[src/rtl/bounce_pkg.sv]
// bounce_pkg: raster timing constants, motion FSM state type and the per-axis step helper
package bounce_pkg;
    localparam int H_ACTIVE = 640;
    localparam int H_FP = 16;
    localparam int H_SYNC = 96;
    localparam int H_BP = 48;
    localparam int V_ACTIVE = 480;
    localparam int V_FP = 10;
    localparam int V_SYNC = 2;
    localparam int V_BP = 33;
    localparam int SQ_SIZE = 32;
    localparam int H_TOTAL = H_ACTIVE + H_FP + H_SYNC + H_BP;
    localparam int V_TOTAL = V_ACTIVE + V_FP + V_SYNC + V_BP;
    localparam int H_SYNC_START = H_ACTIVE + H_FP;
    localparam int H_SYNC_END = H_SYNC_START + H_SYNC;
    localparam int V_SYNC_START = V_ACTIVE + V_FP;
    localparam int V_SYNC_END = V_SYNC_START + V_SYNC;
    localparam int X_MAX = H_ACTIVE - SQ_SIZE;
    localparam int Y_MAX = V_ACTIVE - SQ_SIZE;

    typedef enum logic [1:0] {IDLE, MOVE_X, MOVE_Y, DONE} motion_state_t;

    typedef struct packed {
        logic [9:0] pos;
        logic       neg;
        logic       bounce;
    } step_t;

    function automatic step_t axis_step(logic [9:0] pos, logic neg, logic [2:0] s, logic [9:0] lim);
        step_t r;
        logic [10:0] sum;
        sum = {1'b0, pos} + {8'd0, s};
        r.pos = pos;
        r.neg = neg;
        r.bounce = 1'b0;
        if (s != 3'd0) begin
            if (!neg) begin
                r.pos = (sum >= {1'b0, lim}) ? lim : sum[9:0];
                r.neg = sum >= {1'b0, lim};
                r.bounce = sum >= {1'b0, lim};
            end else begin
                r.pos = (pos <= {7'd0, s}) ? 10'd0 : pos - {7'd0, s};
                r.neg = !(pos <= {7'd0, s});
                r.bounce = pos <= {7'd0, s};
            end
        end
        return r;
    endfunction
endpackage

[src/rtl/bounce_motion_ctrl_if.sv]
// bounce_motion_ctrl_if: motion inputs and raster/square outputs between the controller and the pin mux
interface bounce_motion_ctrl_if;
    logic       pause;
    logic [2:0] speed;
    logic       hsync;
    logic       vsync;
    logic       active;
    logic [9:0] hpos;
    logic [9:0] vpos;
    logic [9:0] sq_x;
    logic [9:0] sq_y;
    logic       pixel_on;
    logic       upd_pulse;
    logic       bounce_x;
    logic       bounce_y;
    logic [2:0] color;

    modport master (
        input  pause, speed,
        output hsync, vsync, active, hpos, vpos, sq_x, sq_y, pixel_on, upd_pulse, bounce_x, bounce_y, color
    );

    modport slave (
        output pause, speed,
        input  hsync, vsync, active, hpos, vpos, sq_x, sq_y, pixel_on, upd_pulse, bounce_x, bounce_y, color
    );
endinterface

[src/rtl/vga_raster_cnt.sv]
// vga_raster_cnt: horizontal/vertical raster counters with active-low sync and visible-region decode
module vga_raster_cnt #(
    parameter int H_ACTIVE = 640,
    parameter int H_FP = 16,
    parameter int H_SYNC = 96,
    parameter int H_BP = 48,
    parameter int V_ACTIVE = 480,
    parameter int V_FP = 10,
    parameter int V_SYNC = 2,
    parameter int V_BP = 33
) (
    input  logic       clk,
    input  logic       rst,
    output logic [9:0] hpos,
    output logic [9:0] vpos,
    output logic       hsync,
    output logic       vsync,
    output logic       active
);
    localparam logic [9:0] H_LAST = 10'(H_ACTIVE + H_FP + H_SYNC + H_BP - 1);
    localparam logic [9:0] V_LAST = 10'(V_ACTIVE + V_FP + V_SYNC + V_BP - 1);
    localparam logic [9:0] HS_START = 10'(H_ACTIVE + H_FP);
    localparam logic [9:0] HS_END = 10'(H_ACTIVE + H_FP + H_SYNC);
    localparam logic [9:0] VS_START = 10'(V_ACTIVE + V_FP);
    localparam logic [9:0] VS_END = 10'(V_ACTIVE + V_FP + V_SYNC);

    always_ff @(posedge clk) begin
        if (rst) begin
            hpos <= '0;
            vpos <= '0;
        end else begin
            hpos <= (hpos == H_LAST) ? '0 : hpos + 10'd1;
            if (hpos == H_LAST) vpos <= (vpos == V_LAST) ? '0 : vpos + 10'd1;
        end
    end

    assign hsync = !(hpos >= HS_START && hpos < HS_END);
    assign vsync = !(vpos >= VS_START && vpos < VS_END);
    assign active = hpos < 10'(H_ACTIVE) && vpos < 10'(V_ACTIVE);
endmodule

[src/rtl/bounce_motion_ctrl.sv]
// bounce_motion_ctrl: raster timing plus a once-per-frame square step in vblank; BOUNCE_COLOR_EN adds a bounce-stepped colour register
module bounce_motion_ctrl
    import bounce_pkg::*;
#(
    parameter int H_ACTIVE = bounce_pkg::H_ACTIVE,
    parameter int H_FP = bounce_pkg::H_FP,
    parameter int H_SYNC = bounce_pkg::H_SYNC,
    parameter int H_BP = bounce_pkg::H_BP,
    parameter int V_ACTIVE = bounce_pkg::V_ACTIVE,
    parameter int V_FP = bounce_pkg::V_FP,
    parameter int V_SYNC = bounce_pkg::V_SYNC,
    parameter int V_BP = bounce_pkg::V_BP,
    parameter int SQ_SIZE = bounce_pkg::SQ_SIZE
) (
    input logic clk,
    input logic rst,
    bounce_motion_ctrl_if.master bus
);
    localparam logic [9:0] X_LIM = 10'(H_ACTIVE - SQ_SIZE);
    localparam logic [9:0] Y_LIM = 10'(V_ACTIVE - SQ_SIZE);
    localparam logic [9:0] SQ = 10'(SQ_SIZE);
    localparam logic [9:0] TRIG_LINE = 10'(V_ACTIVE);

    motion_state_t state, state_nx;
    logic [9:0] hpos, vpos, sq_x, sq_y;
    logic active, trig, upd, dir_x_neg, dir_y_neg, bounce_x, bounce_y;
    logic [2:0] spd;
    step_t step_x, step_y;

    vga_raster_cnt #(
        .H_ACTIVE(H_ACTIVE), .H_FP(H_FP), .H_SYNC(H_SYNC), .H_BP(H_BP),
        .V_ACTIVE(V_ACTIVE), .V_FP(V_FP), .V_SYNC(V_SYNC), .V_BP(V_BP)
    ) u_raster (
        .clk(clk),
        .rst(rst),
        .hpos(hpos),
        .vpos(vpos),
        .hsync(bus.hsync),
        .vsync(bus.vsync),
        .active(active)
    );

    always_comb begin
        trig = hpos == '0 && vpos == TRIG_LINE;
        upd = state == DONE;
        step_x = axis_step(sq_x, dir_x_neg, spd, X_LIM);
        step_y = axis_step(sq_y, dir_y_neg, spd, Y_LIM);
        state_nx = state == IDLE ? ((trig && !bus.pause) ? MOVE_X : IDLE) :
                   state == MOVE_X ? MOVE_Y :
                   state == MOVE_Y ? DONE : IDLE;
    end

    always_ff @(posedge clk) begin
        if (rst) begin
            state <= IDLE;
            sq_x <= '0;
            sq_y <= '0;
            dir_x_neg <= 1'b0;
            dir_y_neg <= 1'b0;
            bounce_x <= 1'b0;
            bounce_y <= 1'b0;
            spd <= '0;
        end else begin
            state <= state_nx;
            bounce_x <= state == MOVE_X && step_x.bounce;
            bounce_y <= state == MOVE_Y && step_y.bounce;
            if (state == IDLE && trig) spd <= bus.speed;
            if (state == MOVE_X) begin
                sq_x <= step_x.pos;
                dir_x_neg <= step_x.neg;
            end
            if (state == MOVE_Y) begin
                sq_y <= step_y.pos;
                dir_y_neg <= step_y.neg;
            end
        end
    end

`ifdef BOUNCE_COLOR_EN
    logic [2:0] color;
    logic bounced;
    // a two-axis bounce still counts once: the flag just ORs both axes over the sequence
    always_ff @(posedge clk) begin
        if (rst) begin
            color <= '0;
            bounced <= 1'b0;
        end else begin
            bounced <= state == IDLE ? 1'b0 :
                       bounced | (state == MOVE_X && step_x.bounce) | (state == MOVE_Y && step_y.bounce);
            if (state == DONE && bounced) color <= color + 3'd1;
        end
    end
    assign bus.color = color;
`else
    assign bus.color = 3'd7;
`endif

    assign bus.hpos = hpos;
    assign bus.vpos = vpos;
    assign bus.active = active;
    assign bus.sq_x = sq_x;
    assign bus.sq_y = sq_y;
    assign bus.upd_pulse = upd;
    assign bus.bounce_x = bounce_x;
    assign bus.bounce_y = bounce_y;
    assign bus.pixel_on = active && hpos >= sq_x && hpos < sq_x + SQ && vpos >= sq_y && vpos < sq_y + SQ;
endmodule

[src/flat_wrapper.sv]
// flat-port wrapper written by rule: the top's interface ports become plain ports
module bounce_motion_ctrl_flat import bounce_pkg::*;
#(
    parameter int H_ACTIVE = bounce_pkg::H_ACTIVE,
    parameter int H_FP = bounce_pkg::H_FP,
    parameter int H_SYNC = bounce_pkg::H_SYNC,
    parameter int H_BP = bounce_pkg::H_BP,
    parameter int V_ACTIVE = bounce_pkg::V_ACTIVE,
    parameter int V_FP = bounce_pkg::V_FP,
    parameter int V_SYNC = bounce_pkg::V_SYNC,
    parameter int V_BP = bounce_pkg::V_BP,
    parameter int SQ_SIZE = bounce_pkg::SQ_SIZE
)
  (clk, rst, bus_pause, bus_speed, bus_hsync, bus_vsync, bus_active, bus_hpos, bus_vpos, bus_sq_x, bus_sq_y, bus_pixel_on, bus_upd_pulse, bus_bounce_x, bus_bounce_y, bus_color);
  bounce_motion_ctrl_if bus_i ();
  input logic clk;
  input logic rst;
  input wire logic [$bits(bus_i.pause)-1:0] bus_pause;
  input wire logic [$bits(bus_i.speed)-1:0] bus_speed;
  output wire logic [$bits(bus_i.hsync)-1:0] bus_hsync;
  output wire logic [$bits(bus_i.vsync)-1:0] bus_vsync;
  output wire logic [$bits(bus_i.active)-1:0] bus_active;
  output wire logic [$bits(bus_i.hpos)-1:0] bus_hpos;
  output wire logic [$bits(bus_i.vpos)-1:0] bus_vpos;
  output wire logic [$bits(bus_i.sq_x)-1:0] bus_sq_x;
  output wire logic [$bits(bus_i.sq_y)-1:0] bus_sq_y;
  output wire logic [$bits(bus_i.pixel_on)-1:0] bus_pixel_on;
  output wire logic [$bits(bus_i.upd_pulse)-1:0] bus_upd_pulse;
  output wire logic [$bits(bus_i.bounce_x)-1:0] bus_bounce_x;
  output wire logic [$bits(bus_i.bounce_y)-1:0] bus_bounce_y;
  output wire logic [$bits(bus_i.color)-1:0] bus_color;
  assign bus_i.pause = bus_pause;
  assign bus_i.speed = bus_speed;
  assign bus_hsync = bus_i.hsync;
  assign bus_vsync = bus_i.vsync;
  assign bus_active = bus_i.active;
  assign bus_hpos = bus_i.hpos;
  assign bus_vpos = bus_i.vpos;
  assign bus_sq_x = bus_i.sq_x;
  assign bus_sq_y = bus_i.sq_y;
  assign bus_pixel_on = bus_i.pixel_on;
  assign bus_upd_pulse = bus_i.upd_pulse;
  assign bus_bounce_x = bus_i.bounce_x;
  assign bus_bounce_y = bus_i.bounce_y;
  assign bus_color = bus_i.color;
  bounce_motion_ctrl #(.H_ACTIVE(H_ACTIVE), .H_FP(H_FP), .H_SYNC(H_SYNC), .H_BP(H_BP), .V_ACTIVE(V_ACTIVE), .V_FP(V_FP), .V_SYNC(V_SYNC), .V_BP(V_BP), .SQ_SIZE(SQ_SIZE)) u_core (.clk(clk), .rst(rst), .bus(bus_i));
endmodule
[config.mk]
export PLATFORM = sky130hd
export DESIGN_NAME = bounce_motion_ctrl_flat
export DESIGN_NICKNAME = d
export VERILOG_FILES = /design/src/rtl/bounce_pkg.sv /design/src/rtl/bounce_motion_ctrl_if.sv /design/src/rtl/vga_raster_cnt.sv /design/src/rtl/bounce_motion_ctrl.sv /design/src/flat_wrapper.sv
export SDC_FILE = /design/constraint.sdc
export NUM_CORES = 1
export LEC_CHECK = 0
export ABC_CLOCK_PERIOD_IN_PS = 3400
export CORE_MARGIN = 2
export CORE_UTILIZATION = 50
export DETAILED_ROUTE_END_ITERATION = 7
export PLACE_DENSITY = 0.73
export SKIP_LAST_GASP = 1
export SLEW_MARGIN = 10
export SYNTH_ARGS = -nofsm -noshare
export SYNTH_HDL_FRONTEND = slang
export SYNTH_SLANG_ARGS = --single-unit
[constraint.sdc]
create_clock -name clk -period 3.4 [get_ports clk]
set_input_delay 0.34 -clock clk [delete_from_list [all_inputs] [get_ports clk]]
set_output_delay 0.34 -clock clk [all_outputs]
set_load 0.02 [all_outputs]
# Word level (Yosys, flattened, before mapping)
# Index checks and enable logic that the tools add are counted.
# op_classes
muxes,13
reduce_logical,23
order_cmp,14
n_eq_ne,6
add_sub_neg,8
# op_table
operator,n
$mux 10,5
$mux 12,2
$add 10x3->11,2
$add 10x1->10 const B,2
$add 10x6->10 const B,2
$eq 10x10->1 const B,2
$ge 10x10->1,2
$le 10x3->1,2
$lt 10x10->1,2
$lt 10x10->1 const B,2
$lt 10x9->1 const B,2
$sub 10x3->10,2
$logic_and 1x1->1,12
$ge 11x10->1 const B,1
$ge 11x9->1 const B,1
$eq 10x9->1 const B,1
$ge 10x10->1 const B,1
$ge 10x9->1 const B,1
$logic_not 10->1,1
$mux 2,3
$logic_not 1->1,5
$eq 2x2->1 const B,2
$reduce_and 2->1,2
$mux 1,3
other kinds (4),4
# word_totals
ff_bits,49
inputBits,6
out_inout_bits,50

# Logic depth before layout (Yosys ltp)
# Gate-level depths: netlist of run 1.
# depth
ltp_word,6
depth_mapped,11

# By module
# From an unflattened synthesis of run 1, not the netlist that was laid out.
# unflattened
hier_cells,545
area_unflattened_um2,4568.1
# by_module_without_submodules
mod,cells_each,seq_area_each_um2,area_each_um2,n_inst
bounce_motion_ctrl,425,580.6,3524.6,1
vga_raster_cnt,120,400.4,1043.5,1

# Worst setup path after synthesis of run 1
# OpenSTA, ideal clock, no wires.
# synth_path
kind,reg-to-output
start,reg u_core.sq_x[6] (netlist: u_core.bus.sq_x[6])
end,out bus_pixel_on
n_path_buf,0
path_stages_with_launch,10
slack_ns,0.301
arrival_time_ns,2.759
required_time_ns,3.060
path_cell_list,dfxtp_1 > ha_1 > nand3_1 > xnor2_1 > ha_1 > a22oi_1 > o2111ai_1 > a221oi_1 > o2111ai_1 > nor4_1
# synth_between
elab_chain_cells,5
# synth_lines
item,line_no,rtl
"start, declared",bounce_motion_ctrl.sv:25,"logic [9:0] hpos, vpos, sq_x, sq_y;"
"start signal, assigned",bounce_motion_ctrl.sv:69,sq_x <= step_x.pos;
$add 10x6->10 or $ge 10x10->1 (tied branches),bounce_motion_ctrl.sv:106,assign bus.pixel_on = active && hpos >= sq_x && hpos < sq_x + SQ && vpos >= sq_y && vpos < sq_y + SQ;
$lt 10x10->1 or $logic_and 1x1->1 (tied branches),bounce_motion_ctrl.sv:106,
$logic_and 1x1->1 * (3 in series),bounce_motion_ctrl.sv:106,
"end, declared",flat_wrapper.sv:27,output wire logic [$bits(bus_i.pixel_on)-1:0] bus_pixel_on;
# Every way passes the cells marked *; elsewhere a longest branch is shown, timed or not.

# Worst setup path after layout of run 1
# layout_path
start,reg u_core.sq_y[5] (netlist: u_core.bus.sq_y[5])
end,out bus_pixel_on
# layout_between
elab_chain_cells,3
# layout_lines
item,line_no,rtl
"start, declared",bounce_motion_ctrl.sv:25,
"start signal, assigned",bounce_motion_ctrl.sv:73,sq_y <= step_y.pos;
$add 10x6->10 or $ge 10x10->1 (tied branches),bounce_motion_ctrl.sv:106,
$lt 10x10->1 or $logic_and 1x1->1 (tied branches),bounce_motion_ctrl.sv:106,
$logic_and 1x1->1 *,bounce_motion_ctrl.sv:106,
# Marks and branches as above.

==> metrics.yaml, run 1 <==
wl_met1_mm: 5.465
ant_nets: 0
ctsRootBufferMaster: "clkbuf_8"
finalNonFillerCells: 692
startpoint_type: "flip-flop"
fin_ws_ps: 213.9
viasPerCell: 5.961
ir_worst_vdd_mv: 0.1381
insertedDiodeCount: 0
async_flop_share_pct: 0
ys_ff_latch: 49
maxCapViolCount: 0
syn_to_final_growth_pct: 18.43
synth_area_leaders: "dfxtp_1 23%, ha_1 16%, xnor2_1 4.1%"
finalClockSkew_ps: 10.44
top_layer: "met4"
dp_cells: 684
syn_area_sq_um: 4264
relSlewSlack_pct: 51.68
cts_buffer_depth: 2
grt_usage_pct: 25.21
hp-class: "reg -> reg"
rows: 33
regArea_sq_um: 980.9
met2_wirelength_mm: 5.189
grt_max_degree: 20
nets: 651
power_switching_share_pct: 26.97
cts_hold_buf: 0
finalCriticalPeriod_ps: 3186
finalPower_uw: 1074
grt_pass1_vias: 3777
synth_most_common_cell: "ha_1"
drt_iter0_drc: 228
cts_inserted_buffers: 5
routed_wl_mm: 11.45
final_core_util_pct: 61.15
overflow: 0
leakage_uw: 0.001888
cts_tree: "built"
fin_tns_setup_ps: 0
yosysTopAreaCellShare_pct: 23.00
synthDistinctLibCells: 63
synth_cells: 528
internal-power_uw: 784.0
cp_max_fo: 3
setup_violations: 0
place.gp.congestion: 0.9775
status: "complete, no violations"
cp-end-kind: "output pin"
die_w_um: 96.35
wl_met3_um: 625
fill_cells: 755
path_class: "reg -> out"
hpwlAfterDp_mm: 8.702
slew_viol_final: 0
grt_antenna_before_repair: 0
ys_warn_count: 0
dieArea_sq_um: 9283
drt_first_pass_iters: 6
tightest_slew_ps: 722.6
clkPwrFrac_pct: 32.1
combPwrFrac_pct: 13.3
post_drt_wl_per_cell_um: 16.54
r2r_end: "u_core.bus.sq_x[2]$_SDFFE_PP0P_"
yosysSeqAreaShare_pct: 23.00
hold_start: "u_core.u_raster.hpos[0]$_SDFF_PP0_"
grt_pass1_wl_mm: 18.35
cts.sinks: 49
synth_edf_count: 0
power_density_nw_per_um2: 212.6
power.switching_uw: 289.5
place_ws_ps: 145.9
timing.fmax_ghz: 0.3139
yosysTopAreaCell: "dfxtp_1"
seq_power_share_pct: 54.6
worstPathRequired_ps: 3060
reg2reg_from: "u_core.spd[0]$_SDFFE_PP0P_"
arrival_ps: 2850
multiInputGateArea_sq_um: 3017
rrSetupSlack_ps: 490
numPortBuffers: 52
dieHeight_um: 96.35
rsz0062_at_grt: "false"
drive_gt1_share_pct: 7.836
clk_latency_ps: 310
cts.clk_slew.worst_paths_ps: 100
io-pin-count: 56
r2r_cells: 8
start_util_pct: 51.64
synth.avg_cell_area_sq_um: 8.076
startpoint: "u_core.bus.sq_y[5]$_SDFFE_PP0P_"
synth_ff_type: "dfxtp_1"
vias: 4125
crit_path_end: "bus_pixel_on"
timing.final.hold_violations: 0
drc: 0
timing.final.crit_share_pct: 93.71
core_area_sq_um: 8258
cts_max_level: 2
ys_top_cells_by_count: "55 x ha_1, 49 x dfxtp_1, 44 x nor2_1"
flip-flops by register name (all words and copies together) (netlist names):
name and count:
u_core.spd 3, u_core.bus.sq_y 10, u_core.u_raster.hpos 10, u_core.u_raster.vpos 10
u_core.bus.bounce_x 1, u_core.state 2, u_core.dir_y_neg 1, u_core.dir_x_neg 1
u_core.bus.bounce_y 1, u_core.bus.sq_x 10
per-layer routing:
layer	GRT usage (%)	vias to the layer above
li1	-	2034
met4	7.160	0
met2	40.05	139
met3	2.741	21
met1	36.06	1931
met5	0	-
repair_timing:
action / in CTS / in global routing
pin swaps: 0 / 0
hold endpoints to repair: 0 / 0
setup buffers: 0 / 0
gates resized for setup: 1 / 3
setup endpoints to repair: 1 / 1
layout by cell type (no fill, tap or decap), types with 6 or more instances in the layout:
master,n
a211oi_1,7
a21oi_1,29
a31oi_1,11
and3_1,15
buf_4,22
clkdlybuf4s50_1,51
dfxtp_1,49
ha_1,55
inv_1,42
mux2i_1,6
nand2_1,35
nand2b_1,6
nand3_1,15
nor2_1,44
nor2b_1,9
nor3_1,15
o2111ai_1,7
o211ai_1,7
o21ai_0,32
xnor2_1,20
xor2_1,9
power by group through the flow:
stage                     Combinational (uW)  Sequential (uW)  Clock (uW)
after floorplan                         83.6              608           0
after global placement                   143              600           0
after detailed placement                 145              600           0
after CTS                                143              587         355
after global routing                     155              588         373
final                                    142              587         344
logic make-up after synthesis:
group	Yosys count	synth area share (%)
AOI/OAI and AO/OA	139	22.74
xor gates and xnor gates	29	5.957
adders and majority gates	59	18.02
buffers and inverters	67	6.426
DFF	49	23.00
muxes	9	2.289
other	1	0.08794
and+or+nand+nor	175	21.48
critical path, stage by stage (launching register included):
cell and delay [ps]:
dfxtp_1 320, ha_1 210, and3_1 220, xnor2_1 220, ha_1 290, a31oi_1 180
o2111ai_1 120, a221oi_1 230, o2111ai_1 150, nor4_1 370, clkbuf_2 240
metrics by stage:
stage	cell area (sq um)	hold slack, ps
final	5050	497.8
after global routing	5050	536.9
after CTS	5054	498.0
after detailed placement	4972	471.1
after global placement	4972	462.1
after floorplan	4272	487.2
worst min-delay path by stage:
stage	slack [ps]	cells past startpoint	end
final	500	1	u_core.u_raster.hpos[0]$_SDFF_PP0_
after global routing	540	1	u_core.u_raster.hpos[0]$_SDFF_PP0_
after CTS	500	1	u_core.u_raster.hpos[0]$_SDFF_PP0_
after detailed placement	470	1	u_core.u_raster.hpos[0]$_SDFF_PP0_
after global placement	460	1	u_core.u_raster.hpos[0]$_SDFF_PP0_
after floorplan	490	2	u_core.spd[0]$_SDFFE_PP0P_
cell type report:
class                   instances  share of cell area [%]
inverters                      42                   3.122
clock buffers                   6                   1.437
well taps                     105                   2.602
repair buffers                 74                   13.48
multi-input cells             414                   59.74
flip-flops and latches         49                   19.43
clock inverters                 2                  0.1982
Note: power is estimated with default switching activity, not from simulation.
==> run 2: changes to the inputs <==
--- a/config.mk
+++ b/config.mk
@@ -8,10 +8,10 @@
 export ABC_CLOCK_PERIOD_IN_PS = 3400
 export CORE_MARGIN = 2
 export CORE_UTILIZATION = 50
+export CTS_BUF_LIST = sky130_fd_sc_hd__clkbuf_16
 export DETAILED_ROUTE_END_ITERATION = 7
 export PLACE_DENSITY = 0.73
 export SKIP_LAST_GASP = 1
-export SLEW_MARGIN = 10
 export SYNTH_ARGS = -nofsm -noshare
 export SYNTH_HDL_FRONTEND = slang
 export SYNTH_SLANG_ARGS = --single-unit
==> run 2 against run 1 <==
  * Clock skew is 2.9 ps lower
  * Combinational power hardly changed
  * Non-clock buffer count stayed put
  * Clock-buffer cell count is 1 lower
  * Global-route usage hardly changed
  * Register-to-register slack better by 30 ps
  * Largest cell class unchanged
==> metrics.yaml, run 2 (synthesized netlist as in run 1, its figures left out) <==
status: "complete, no violations"
grtUsageMet2_pct: 39.81  # -0.23 points
drt_iter0_drc: 272  # +19%
rsz0062_at_grt: "false"
grt_usage_pct: 25.19  # about the same
fin_tns_setup_ps: 0  # unchanged
final_cell_mix: "55 x ha_1, 51 x clkdlybuf4s50_1, 49 x dfxtp_1, 44 x nor2_1, 43 x inv_1"
fill_cells: 752  # -0.40%
use_met3_pct: 2.271  # -0.47 points
hold_start: "u_core.u_raster.hpos[0]$_SDFF_PP0_"
numPortBuffers: 52  # unchanged
cts.sinks: 49  # unchanged
globalRouteMet1Util_pct: 36.21  # +0.14 points
cp_max_fo: 3  # unchanged
cts.clk_slew.worst_paths_ps: 70  # -30 ps
overflow: 0  # unchanged
grt_pass1_wl_mm: 18.34  # about the same
r2r_end: "u_core.bus.sq_x[2]$_SDFFE_PP0P_"
relSlewSlack_pct: 52.23  # +0.55 points
clk_latency_ps: 290  # -20 ps
grt_antenna_before_repair: 0  # unchanged
holdPathEnd: "u_core.u_raster.hpos[0]$_SDFF_PP0_"
nets: 651  # unchanged
reg2reg_from: "u_core.spd[0]$_SDFFE_PP0P_"
cp-end-kind: "output pin"
worstPathRequired_ps: 3060  # about the same
finalNonFillerCells: 692  # unchanged
ant_nets: 0  # unchanged
ctsRootBufferMaster: "clkbuf_16"
setup_violations: 0  # unchanged
insertedDiodeCount: 0  # unchanged
vias: 4114  # -0.27%
io-pin-count: 56  # unchanged
rows: 33  # unchanged
startpoint_type: "flip-flop"
timing.final.hold_violations: 0  # unchanged
viasPerCell: 5.945  # -0.27%
post_drt_wl_per_cell_um: 16.52  # -0.14%
final_common_cell: "ha_1"
start_util_pct: 51.64  # unchanged
place_ws_ps: 145.9  # unchanged
grt.busiest_layer: "met2"
power_density_nw_per_um2: 238.9  # +12%
path_class: "reg -> out"
ir_worst_vdd_mv: 0.1815  # +31%
r2r_cells: 8  # unchanged
dieArea_sq_um: 9283  # unchanged
timing.fmax_ghz: 0.3173  # +1.1%
hp-class: "reg -> reg"
slew_viol_final: 0  # unchanged
maxCapViolCount: 0  # unchanged
drive_gt1_share_pct: 7.836  # unchanged
grt_pass1_vias: 3772  # -0.13%
finalCriticalPeriod_ps: 3152  # -34.40 ps
cts_max_level: 2  # unchanged
timing.final.crit_share_pct: 92.70  # -1.0 points
arrival_ps: 2810  # -40 ps
hpwlAfterDp_mm: 8.702  # unchanged
leakage_uw: 0.001918  # +1.6%
core_area_sq_um: 8258  # unchanged
place.gp.congestion: 0.9775  # unchanged
cts_inserted_buffers: 5  # unchanged
cts_tree: "built"
routed_wl_mm: 11.43  # -0.14%
rrSetupSlack_ps: 520  # +30 ps
grt_max_degree: 20  # unchanged
tightest_slew_ps: 714.3  # -8.228 ps
dp_cells: 684  # unchanged
drt_first_pass_iters: 5  # -1
die_w_um: 96.35  # unchanged
fin_ws_ps: 248.3  # +34.40 ps
finalClockSkew_ps: 7.530  # -2.910 ps
drc: 0  # unchanged
cts_buffer_depth: 2  # unchanged
post-cts-setup-buffer-count: 0  # unchanged
dieHeight_um: 96.35  # unchanged
syn_to_final_growth_pct: 19.75
hold_depth: 1  # unchanged
==> run 2: changes by cell type in the layout (fill, tap and decap cells not counted) <==
cell | before | now
clkbuf_1 | 1 | 0
inv_1 | 42 | 43
clkbuf_16 | 0 | 5
clkbuf_8 | 5 | 0
==> run 2: worst max-delay path, cell delays in order (launching register included) <==
cell and delay (ps):
dfxtp_1 310, ha_1 200, and3_1 230, xnor2_1 220
ha_1 290, a31oi_1 170, o2111ai_1 120, a221oi_1 230
o2111ai_1 150, nor4_1 360, clkbuf_2 240
==> run 2: timing repair <==
action                                 in CTS  in global routing
gates resized for setup                     1                  3
setup endpoints to repair                   1                  1
endpoints found under the hold margin       0                  0
hold buffers                                0                  0
==> run 2: metrics by stage <==
stage,instance area [sq um],util (%),hold slack (ps),power (uW)
after global routing,5106,61.83,529.8,1258
after floorplan,4272,-,487.2,691.2
after detailed placement,4972,60.21,471.1,744.8
final,5106,61.83,491.1,1220
after CTS,5110,61.88,490.9,1227
after global placement,4972,60.21,462.1,742.5
==> run 2: where the power goes <==
part,switching [uW],leakage (uW),total [uW],internal (uW)
logic,81.2,0.00145,142,61.1
registers,6.90,0.000395,587,580
clock network,223,0.0000748,491,268
==> run 2: metal layers <==
metal | vias up | share of wire (%)
met4 | 0 | 1.6
li1 | 2034 | -
met1 | 1921 | 49
met5 | - | 0
met3 | 17 | 5.2
met2 | 142 | 44
==> run 2: layout make-up <==
cell class              count  area, sq um  share of cell area (%)
inverters                  42        157.7                   3.087
repair buffers             74        680.7                   13.33
multi-input cells         414         3017                   59.08
clock buffers               5        125.1                   2.450
well taps                 105        131.4                   2.573
flip-flops and latches     49        980.9                   19.21
clock inverters             3        13.76                  0.2695
==> run 2: worst max-delay path by stage <==
stage                                                from            to  cells after the start
after floorplan           u_core.bus.sq_x[6]$_SDFFE_PP0P_  bus_pixel_on                      9
after global placement    u_core.bus.sq_y[5]$_SDFFE_PP0P_  bus_pixel_on                     10
after detailed placement  u_core.bus.sq_y[5]$_SDFFE_PP0P_  bus_pixel_on                     10
after CTS                 u_core.bus.sq_y[5]$_SDFFE_PP0P_  bus_pixel_on                     10
after global routing      u_core.bus.sq_y[5]$_SDFFE_PP0P_  bus_pixel_on                     10
final                     u_core.bus.sq_y[5]$_SDFFE_PP0P_  bus_pixel_on                     10
